`src/rtl/rv_ctrl_pkg.sv`:
```
// Shared constants and control-vector type for the multicycle RV32I control sequencer.
package rv_ctrl_pkg;

  localparam logic [3:0] S_FETCH    = 4'd0;
  localparam logic [3:0] S_DECODE   = 4'd1;
  localparam logic [3:0] S_MEMADR   = 4'd2;
  localparam logic [3:0] S_MEMREAD  = 4'd3;
  localparam logic [3:0] S_MEMWB    = 4'd4;
  localparam logic [3:0] S_MEMWRITE = 4'd5;
  localparam logic [3:0] S_EXECR    = 4'd6;
  localparam logic [3:0] S_EXECI    = 4'd7;
  localparam logic [3:0] S_ALUWB    = 4'd8;
  localparam logic [3:0] S_BEQ      = 4'd9;
  localparam logic [3:0] S_JAL      = 4'd10;
  localparam logic [3:0] S_LUI      = 4'd11;

  localparam logic [6:0] OP_LOAD   = 7'b0000011;
  localparam logic [6:0] OP_STORE  = 7'b0100011;
  localparam logic [6:0] OP_R      = 7'b0110011;
  localparam logic [6:0] OP_I      = 7'b0010011;
  localparam logic [6:0] OP_BRANCH = 7'b1100011;
  localparam logic [6:0] OP_JAL    = 7'b1101111;
  localparam logic [6:0] OP_LUI    = 7'b0110111;

  localparam logic [2:0] IMM_I = 3'd0;
  localparam logic [2:0] IMM_S = 3'd1;
  localparam logic [2:0] IMM_B = 3'd2;
  localparam logic [2:0] IMM_J = 3'd3;
  localparam logic [2:0] IMM_U = 3'd4;

  localparam logic [1:0] ALU_ADD   = 2'd0;
  localparam logic [1:0] ALU_SUB   = 2'd1;
  localparam logic [1:0] ALU_FUNCT = 2'd2;

  localparam logic [1:0] SRCA_PC    = 2'd0;
  localparam logic [1:0] SRCA_OLDPC = 2'd1;
  localparam logic [1:0] SRCA_RS1   = 2'd2;

  localparam logic [1:0] SRCB_RS2  = 2'd0;
  localparam logic [1:0] SRCB_IMM  = 2'd1;
  localparam logic [1:0] SRCB_FOUR = 2'd2;

  localparam logic [1:0] RES_ALUOUT = 2'd0;
  localparam logic [1:0] RES_RDATA  = 2'd1;
  localparam logic [1:0] RES_ALU    = 2'd2;

  typedef struct packed {
    logic       mem_req;
    logic       mem_write;
    logic       adr_src;
    logic       ir_write;
    logic       pc_write;
    logic       reg_write;
    logic       illegal;
    logic [1:0] alu_src_a;
    logic [1:0] alu_src_b;
    logic [1:0] alu_op;
    logic [1:0] result_src;
    logic [2:0] imm_src;
  } ctrl_t;

  function automatic logic op_legal(input logic [6:0] op);
    return (op == OP_LOAD) || (op == OP_STORE) || (op == OP_R) || (op == OP_I) ||
           (op == OP_BRANCH) || (op == OP_JAL) || (op == OP_LUI);
  endfunction

endpackage

```
`src/rtl/ctrl_out_decode.sv`:
```
// Combinational decode of FSM state (plus op/zero/mem_ready) into the datapath control vector.
module ctrl_out_decode
  import rv_ctrl_pkg::*;
(
  input  logic [3:0] state,
  input  logic [6:0] op,
  input  logic       zero,
  input  logic       mem_ready,
  output ctrl_t      ctrl
);

  always_comb begin
    ctrl = '0;
    case (state)
      S_FETCH: begin
        ctrl.mem_req    = 1'b1;
        ctrl.ir_write   = mem_ready;
        ctrl.pc_write   = mem_ready;
        ctrl.alu_src_a  = SRCA_PC;
        ctrl.alu_src_b  = SRCB_FOUR;
        ctrl.alu_op     = ALU_ADD;
        ctrl.result_src = RES_ALU;
      end
      S_DECODE: begin
        ctrl.alu_src_a = SRCA_OLDPC;
        ctrl.alu_src_b = SRCB_IMM;
        ctrl.imm_src   = IMM_B;
        ctrl.illegal   = !op_legal(op);
      end
      S_MEMADR: begin
        ctrl.alu_src_a = SRCA_RS1;
        ctrl.alu_src_b = SRCB_IMM;
        ctrl.imm_src   = (op == OP_STORE) ? IMM_S : IMM_I;
      end
      S_MEMREAD: begin
        ctrl.mem_req = 1'b1;
        ctrl.adr_src = 1'b1;
      end
      S_MEMWB: begin
        ctrl.result_src = RES_RDATA;
        ctrl.reg_write  = 1'b1;
      end
      S_MEMWRITE: begin
        ctrl.mem_req   = 1'b1;
        ctrl.mem_write = 1'b1;
        ctrl.adr_src   = 1'b1;
      end
      S_EXECR: begin
        ctrl.alu_src_a = SRCA_RS1;
        ctrl.alu_src_b = SRCB_RS2;
        ctrl.alu_op    = ALU_FUNCT;
      end
      S_EXECI: begin
        ctrl.alu_src_a = SRCA_RS1;
        ctrl.alu_src_b = SRCB_IMM;
        ctrl.imm_src   = IMM_I;
        ctrl.alu_op    = ALU_FUNCT;
      end
      S_ALUWB: begin
        ctrl.result_src = RES_ALUOUT;
        ctrl.reg_write  = 1'b1;
      end
      S_BEQ: begin
        ctrl.alu_src_a  = SRCA_RS1;
        ctrl.alu_src_b  = SRCB_RS2;
        ctrl.alu_op     = ALU_SUB;
        ctrl.result_src = RES_ALUOUT;
        ctrl.pc_write   = zero;
      end
      S_JAL: begin
        ctrl.alu_src_a  = SRCA_OLDPC;
        ctrl.alu_src_b  = SRCB_FOUR;
        ctrl.alu_op     = ALU_ADD;
        ctrl.result_src = RES_ALUOUT;
        ctrl.pc_write   = 1'b1;
        ctrl.imm_src    = IMM_J;
      end
      S_LUI: begin
        // A operand is zero-selected by the datapath for LUI.
        ctrl.imm_src    = IMM_U;
        ctrl.alu_src_b  = SRCB_IMM;
        ctrl.alu_op     = ALU_ADD;
        ctrl.result_src = RES_ALU;
        ctrl.reg_write  = 1'b1;
      end
      default: ctrl = '0;
    endcase
  end

endmodule

```
`src/rtl/multicycle_ctrl_fsm.sv`:
```
// Multicycle RV32I main control sequencer: state register, next-state logic and output gating.
module multicycle_ctrl_fsm
  import rv_ctrl_pkg::*;
#(
  parameter int unsigned IMM_W = 3,
  parameter int unsigned OP_W  = 7
) (
  input  logic             clk,
  input  logic             rst_n,
  input  logic [OP_W-1:0]  op,
  input  logic             zero,
  input  logic             mem_ready,
  output logic             mem_req,
  output logic             mem_write,
  output logic             adr_src,
  output logic             ir_write,
  output logic             pc_write,
  output logic             reg_write,
  output logic [1:0]       alu_src_a,
  output logic [1:0]       alu_src_b,
  output logic [1:0]       alu_op,
  output logic [1:0]       result_src,
  output logic [IMM_W-1:0] imm_src,
  output logic             illegal,
  output logic [3:0]       state_dbg
);

  logic [3:0] state_q, state_d;
  logic [6:0] op7;
  ctrl_t      ctrl;

  assign op7 = 7'(op);

  always_comb begin
    state_d = S_FETCH;
    case (state_q)
      S_FETCH:    state_d = mem_ready ? S_DECODE : S_FETCH;
      S_DECODE: begin
        case (op7)
          OP_LOAD, OP_STORE: state_d = S_MEMADR;
          OP_R:              state_d = S_EXECR;
          OP_I:              state_d = S_EXECI;
          OP_BRANCH:         state_d = S_BEQ;
          OP_JAL:            state_d = S_JAL;
          OP_LUI:            state_d = S_LUI;
          default:           state_d = S_FETCH;
        endcase
      end
      S_MEMADR:   state_d = (op7 == OP_STORE) ? S_MEMWRITE : S_MEMREAD;
      S_MEMREAD:  state_d = mem_ready ? S_MEMWB : S_MEMREAD;
      S_MEMWB:    state_d = S_FETCH;
      S_MEMWRITE: state_d = mem_ready ? S_FETCH : S_MEMWRITE;
      S_EXECR:    state_d = S_ALUWB;
      S_EXECI:    state_d = S_ALUWB;
      S_ALUWB:    state_d = S_FETCH;
      S_BEQ:      state_d = S_FETCH;
      S_JAL:      state_d = S_ALUWB;
      S_LUI:      state_d = S_FETCH;
      default:    state_d = S_FETCH;
    endcase
  end

  always_ff @(posedge clk or negedge rst_n) begin
    if (!rst_n) state_q <= S_FETCH;
    else        state_q <= state_d;
  end

  ctrl_out_decode u_decode (
    .state     (state_q),
    .op        (op7),
    .zero      (zero),
    .mem_ready (mem_ready),
    .ctrl      (ctrl)
  );

  // Strobes are forced low while reset is held so an aborted access drops immediately.
  assign mem_req    = ctrl.mem_req   & rst_n;
  assign mem_write  = ctrl.mem_write & rst_n;
  assign ir_write   = ctrl.ir_write  & rst_n;
  assign pc_write   = ctrl.pc_write  & rst_n;
  assign reg_write  = ctrl.reg_write & rst_n;
  assign illegal    = ctrl.illegal   & rst_n;
  assign adr_src    = ctrl.adr_src;
  assign alu_src_a  = ctrl.alu_src_a;
  assign alu_src_b  = ctrl.alu_src_b;
  assign alu_op     = ctrl.alu_op;
  assign result_src = ctrl.result_src;
  assign imm_src    = IMM_W'(ctrl.imm_src);
  assign state_dbg  = state_q;

endmodule

```
`config.mk`:
```
export PLATFORM = sky130hd
export DESIGN_NAME = multicycle_ctrl_fsm
export DESIGN_NICKNAME = d
export VERILOG_FILES = /design/src/rtl/rv_ctrl_pkg.sv /design/src/rtl/ctrl_out_decode.sv /design/src/rtl/multicycle_ctrl_fsm.sv
export SDC_FILE = /design/constraint.sdc
export NUM_CORES = 1
export LEC_CHECK = 0
export BUFFER_PORTS_ARGS = -buffer_cell sky130_fd_sc_hd__buf_2
export CORE_MARGIN = 2
export CORE_UTILIZATION = 44
export CTS_BUF_LIST = sky130_fd_sc_hd__clkbuf_8 sky130_fd_sc_hd__clkbuf_16
export CTS_CLUSTER_SIZE = 12
export DETAILED_ROUTE_END_ITERATION = 8
export GPL_TIMING_DRIVEN = 1
export HOLD_SLACK_MARGIN = 0.12
export PLACE_DENSITY = 0.78
export SLEW_MARGIN = 20
export SYNTH_ARGS = -nofsm -noshare
export SYNTH_HDL_FRONTEND = slang
export SYNTH_SLANG_ARGS = --single-unit
```
`constraint.sdc`:
```
create_clock -name clk -period 1.7 [get_ports clk]
set_clock_uncertainty 0.1 [all_clocks]
set_input_delay 0.34 -clock clk [delete_from_list [all_inputs] [get_ports clk]]
set_output_delay 0.34 -clock clk [all_outputs]
set_load 0.02 [all_outputs]
```
==> metrics.yaml, run 1 <==
synthesis:
  synth_seq_cells: 4
  synth_top_cells_by_count: "a21oi_1 (11), nor2b_1 (8), nand2_1 (7), nor2_1 (7)"
  synth_warnings: 0
  synthXorXnorAreaFrac_pct: 4.08
  syn_nets: 106
  ys_seq_area_share_pct: 15.5
  synth_top_area_share_pct: 15.5
  synth.largest_area_cell: "dfrtp_1"
  synth-adder-area-share_pct: 0
  synth-main-ff-cell: "dfrtp_1"
  netlist_top_cells_area: "dfrtp_1 (16%), a21oi_1 (8.5%), nor2b_1 (7.8%)"
  synth-edff-count: 0
  synth-simple-area-share_pct: 45.6
  synth.most_common_cell: "a21oi_1"
  synthMuxAreaShare_pct: 0
  syn_area_um2: 644
  synth_compound_area_share_pct: 27.6
  synth_top_family_by_area: "simple AND/OR/NAND/NOR gates"
  syn_inst: 95
  ys_async_sr_fraction_pct: 100
  synth_cell_type_count: 39
  syn_avg_cell_area_um2: 6.78
placement:
  numPortBuffers: 32
  dpl.hpwl_mm: 1.87
  postPlaceCellArea_mm2: 0.00107
  gp_congestion: 0.917
  placed_cells: 166
clocking:
  post_cts_buffers: 9
  cts.repair.resized: 39
  clock_sinks: 4
  htreeDepth: 1
  numCtsBuffers: 3
  cts_buffer_depth: 2
  hold_buffers: 1
  clockRootBuffer: "clkbuf_8"
die:
  start_util_pct: 48.3
  die_x_um: 42.3
  std_cell_rows: 13
  die-height_um: 42.3
  io_pins: 33
status:
  error_line: "[ERROR DPL-0033] detailed placement checks failed during check placement."
  outcome: "aborted with a tool error"
  failing_step: "4_1_cts"
==> through the flow <==
stage	hold WS [ns]	setup WS [ns]
detailed placement	0.163	-0.126
global placement	0.163	-0.105
floorplan	-0.0556	-0.0485
==> cell families after synthesis <==
group                  Yosys count
AO/OA/AOI/OAI                   27
XOR/XNOR                         3
buffers and inverters           11
flip-flops                       4
AND/OR/NAND/NOR                 50
==> run 2, diff against run 1 <==
--- a/config.mk
+++ b/config.mk
@@ -6,14 +6,11 @@
 export NUM_CORES = 1
 export LEC_CHECK = 0
 export BUFFER_PORTS_ARGS = -buffer_cell sky130_fd_sc_hd__buf_2
-export CORE_MARGIN = 2
-export CORE_UTILIZATION = 44
-export CTS_BUF_LIST = sky130_fd_sc_hd__clkbuf_8 sky130_fd_sc_hd__clkbuf_16
-export CTS_CLUSTER_SIZE = 12
+export CORE_AREA = 2 2 63 65
 export DETAILED_ROUTE_END_ITERATION = 8
+export DIE_AREA = 0 0 65 67
 export GPL_TIMING_DRIVEN = 1
-export HOLD_SLACK_MARGIN = 0.12
-export PLACE_DENSITY = 0.78
+export PLACE_DENSITY_LB_ADDON = 0.15
 export SLEW_MARGIN = 20
 export SYNTH_ARGS = -nofsm -noshare
 export SYNTH_HDL_FRONTEND = slang
==> run 2 against run 1 <==
The flow now finishes, with violations (negative setup slack). Synthesized cell count stayed put. Synthesized area stayed put.
==> metrics.yaml, run 2 <==
timing:
  fin_crit_ns: 1.90
  worst_hold_slack_ns: 0.364
  slew_headroom_pct: 77.7
  drv_slew: 0
  tightest_slew_ns: 0.333
  setup_viol: 16
  rsz0062_at_grt: "yes"
  hold_viol: 0
  max_freq_mhz: 527
  postLayoutSetupSlackWorst_ns: -0.199
  period_share_pct: 112
synthesis:
  synth-main-ff-cell: "dfrtp_1"  # unchanged
  synth_top_family_by_area: "simple AND/OR/NAND/NOR gates"  # unchanged
  ys_seq_area_share_pct: 15.5  # unchanged
  syn_area_um2: 644  # unchanged
  synth-adder-area-share_pct: 0  # unchanged
  syn_inst: 95  # unchanged
  synthMuxAreaShare_pct: 0  # unchanged
  syn_nets: 106  # unchanged
  synth.largest_area_cell: "dfrtp_1"  # unchanged
  synth_compound_area_share_pct: 27.6  # unchanged
  netlist_top_cells_area: "dfrtp_1 (16%), a21oi_1 (8.5%), nor2b_1 (7.8%)"  # unchanged
  synth_top_cells_by_count: "a21oi_1 (11), nor2b_1 (8), nand2_1 (7), nor2_1 (7)"  # unchanged
  synth_warnings: 0  # unchanged
  synth_top_area_share_pct: 15.5  # unchanged
  ys_async_sr_fraction_pct: 100  # unchanged
  synth.most_common_cell: "a21oi_1"  # unchanged
  synth-simple-area-share_pct: 45.6  # unchanged
  synthXorXnorAreaFrac_pct: 4.08  # unchanged
  synth_seq_cells: 4  # unchanged
  syn_avg_cell_area_um2: 6.78  # unchanged
  synth-edff-count: 0  # unchanged
  synth_cell_type_count: 39  # unchanged
setup_path:
  r2r_end: "state_dbg[3]"
  critPathCapture: "result_src[1]"
  slowest_stage: "dfrtp_2"
  critPathCaptureType: "output port"
  start_kind: "register"
  worstPathCellList: "buf_6, or3_4, a21oi_2, buf_4"
  reg2regPathDepth: 6
  cp_max_fo: 7
  critPathLaunch: "state_dbg[1]"
  rrSetupSlack_ns: 0.01
  arrival_ns: 1.46
  worstSetupPathType: "register to output port"
  crit_required_ns: 1.26
  slowest_delay_ns: 0.45
  r2r_start: "state_dbg[1]"
clocking:
  cts_tree: "yes"
  clock_latency_ns: 0.21
  numCtsBuffers: 3  # unchanged
  cts_buffer_depth: 2  # unchanged
  clockRootBuffer: "clkbuf_8"  # unchanged
  path_clk_slew_ns: 0.03
  htreeDepth: 1  # unchanged
  clock_sinks: 4  # unchanged
die:
  die_area_mm2: 0.00436
  core_mm2: 0.00361
  die-height_um: 67  # was 42.3 µm
  start_util_pct: 17.9  # was 48.3%
  std_cell_rows: 22  # was 13
  io_pins: 33  # unchanged
  die_x_um: 65  # was 42.3 µm
power:
  power_density_mw_per_mm2: 673
  p_leak_nw: 0.727
  peakVddDrop_mv: 0.164
  power_mw: 1.06
detailed_routing:
  routed_wl_mm: 2.62
  postRouteAntennaNets: 0
  post_drt_via_cell_ratio: 4.39
  drtPass1Iterations: 4
  first_iter_violations: 21
  vias: 952
  wl_per_cell_um: 12.1
  drc: 0
finish:
  area.growth.synth_to_final_pct: 143
  largest_reg_flops: 4
  nets: 181
  final_cell_mix: "buf_4 (39), buf_6 (23), buf_2 (13)"
  fin_area_mm2: 0.00157
  post-route-util_pct: 43.5
  drive_gt1_share_pct: 69.8
  num_antenna_cells: 0
  layout_commonest_cell: "buf_4"
hold_path:
  hold_class: "input pin to register"
global_route:
  grt_pass1_wl_mm: 4.04
  antenna_found_initial: 0
  grtUsageTotal_pct: 11.8
  grt_max_degree: 10
  first_global_vias: 887
  grt_overflow: 0
placement:
  postPlaceCellArea_mm2: 0.00114  # was 0.00107 mm²
  gp_congestion: 0.767  # was 0.917
  numPortBuffers: 32  # unchanged
  dpl.hpwl_mm: 1.91  # was 1.87 mm
flow_run:
  cap_viol_max_count: 0
status:
  outcome: "complete, but fails checks"  # was aborted with a tool error
  violations: "negative setup slack"
run 2: area by class of cell:
type,count,area [µm²]
timing repair buffer,77,647
inverter,4,15.0
clock buffer,4,45.0
fill,371,2040
multi-input combinational,80,697
tap,48,60.1
sequential,4,105
run 2: stage by stage:
stage          setup TNS (ns)  worst slack, ns  cells
2_1_floorplan          -0.136          -0.0485     95
3_3_place_gp           -0.239           -0.127    202
3_5_place_dp           -0.257           -0.124    202
4_1_cts                 -1.66           -0.204    211
5_1_grt                 -3.05           -0.288    217
6_report                -1.88           -0.199    217
run 2: worst min-delay path by stage:
| stage | startpoint | end | slack [ns] | cells after the start |
|---|---|---|---|---|
| 3_5_place_dp | rst_n | state_dbg[2] | 0.17 | 2 |
| 5_1_grt | op[3] | state_dbg[0] | 0.37 | 3 |
| 6_report | op[3] | state_dbg[0] | 0.36 | 3 |
| 2_1_floorplan | rst_n | state_dbg[0] | -0.06 | 0 |
| 4_1_cts | op[3] | state_dbg[0] | 0.41 | 3 |
| 3_3_place_gp | rst_n | state_dbg[2] | 0.17 | 2 |
run 2: logic make-up (layout without fill, tap and decap cells):
family,count (synthesis),after routing
AOI/OAI and AO/OA,27,27
and+or+nand+nor,50,50
xor gates and xnor gates,3,3
buffers and inverters,11,85
DFF,4,4
run 2: metal layers:
| metal | track usage [%] | share of wire (%) | vias up |
|---|---|---|---|
| met5 | 0 | 0 | - |
| met2 | 21.5 | 51 | 28 |
| met4 | 2.39 | 0 | 0 |
| met3 | 1.69 | 3.6 | 0 |
| met1 | 14.6 | 45 | 428 |
| li1 | - | - | 496 |
run 2: power by group:
part | leakage (nW) | total (mW) | switching, mW | internal, mW
clock network | 0.0228 | 0.206 | 0.0459 | 0.160
registers | 0.0479 | 0.133 | 0.0255 | 0.107
logic | 0.656 | 0.717 | 0.330 | 0.387
run 2: timing repair:
action	4_1_cts	5_1_grt
hold endpoints to repair	4	0
setup endpoints to repair	15	18
resized for setup	34	40
pin swaps	6	7
setup buffers	4	6
hold buffers	1	0
run 2: critical path, delay by kind of cell, from the launching register on:
kind	cells	cell delay [ns]
flops	1	0.45
compound gates	1	0.11
buf+inv	2	0.29
simple gates	1	0.38
(Power assumes the default switching activity.)
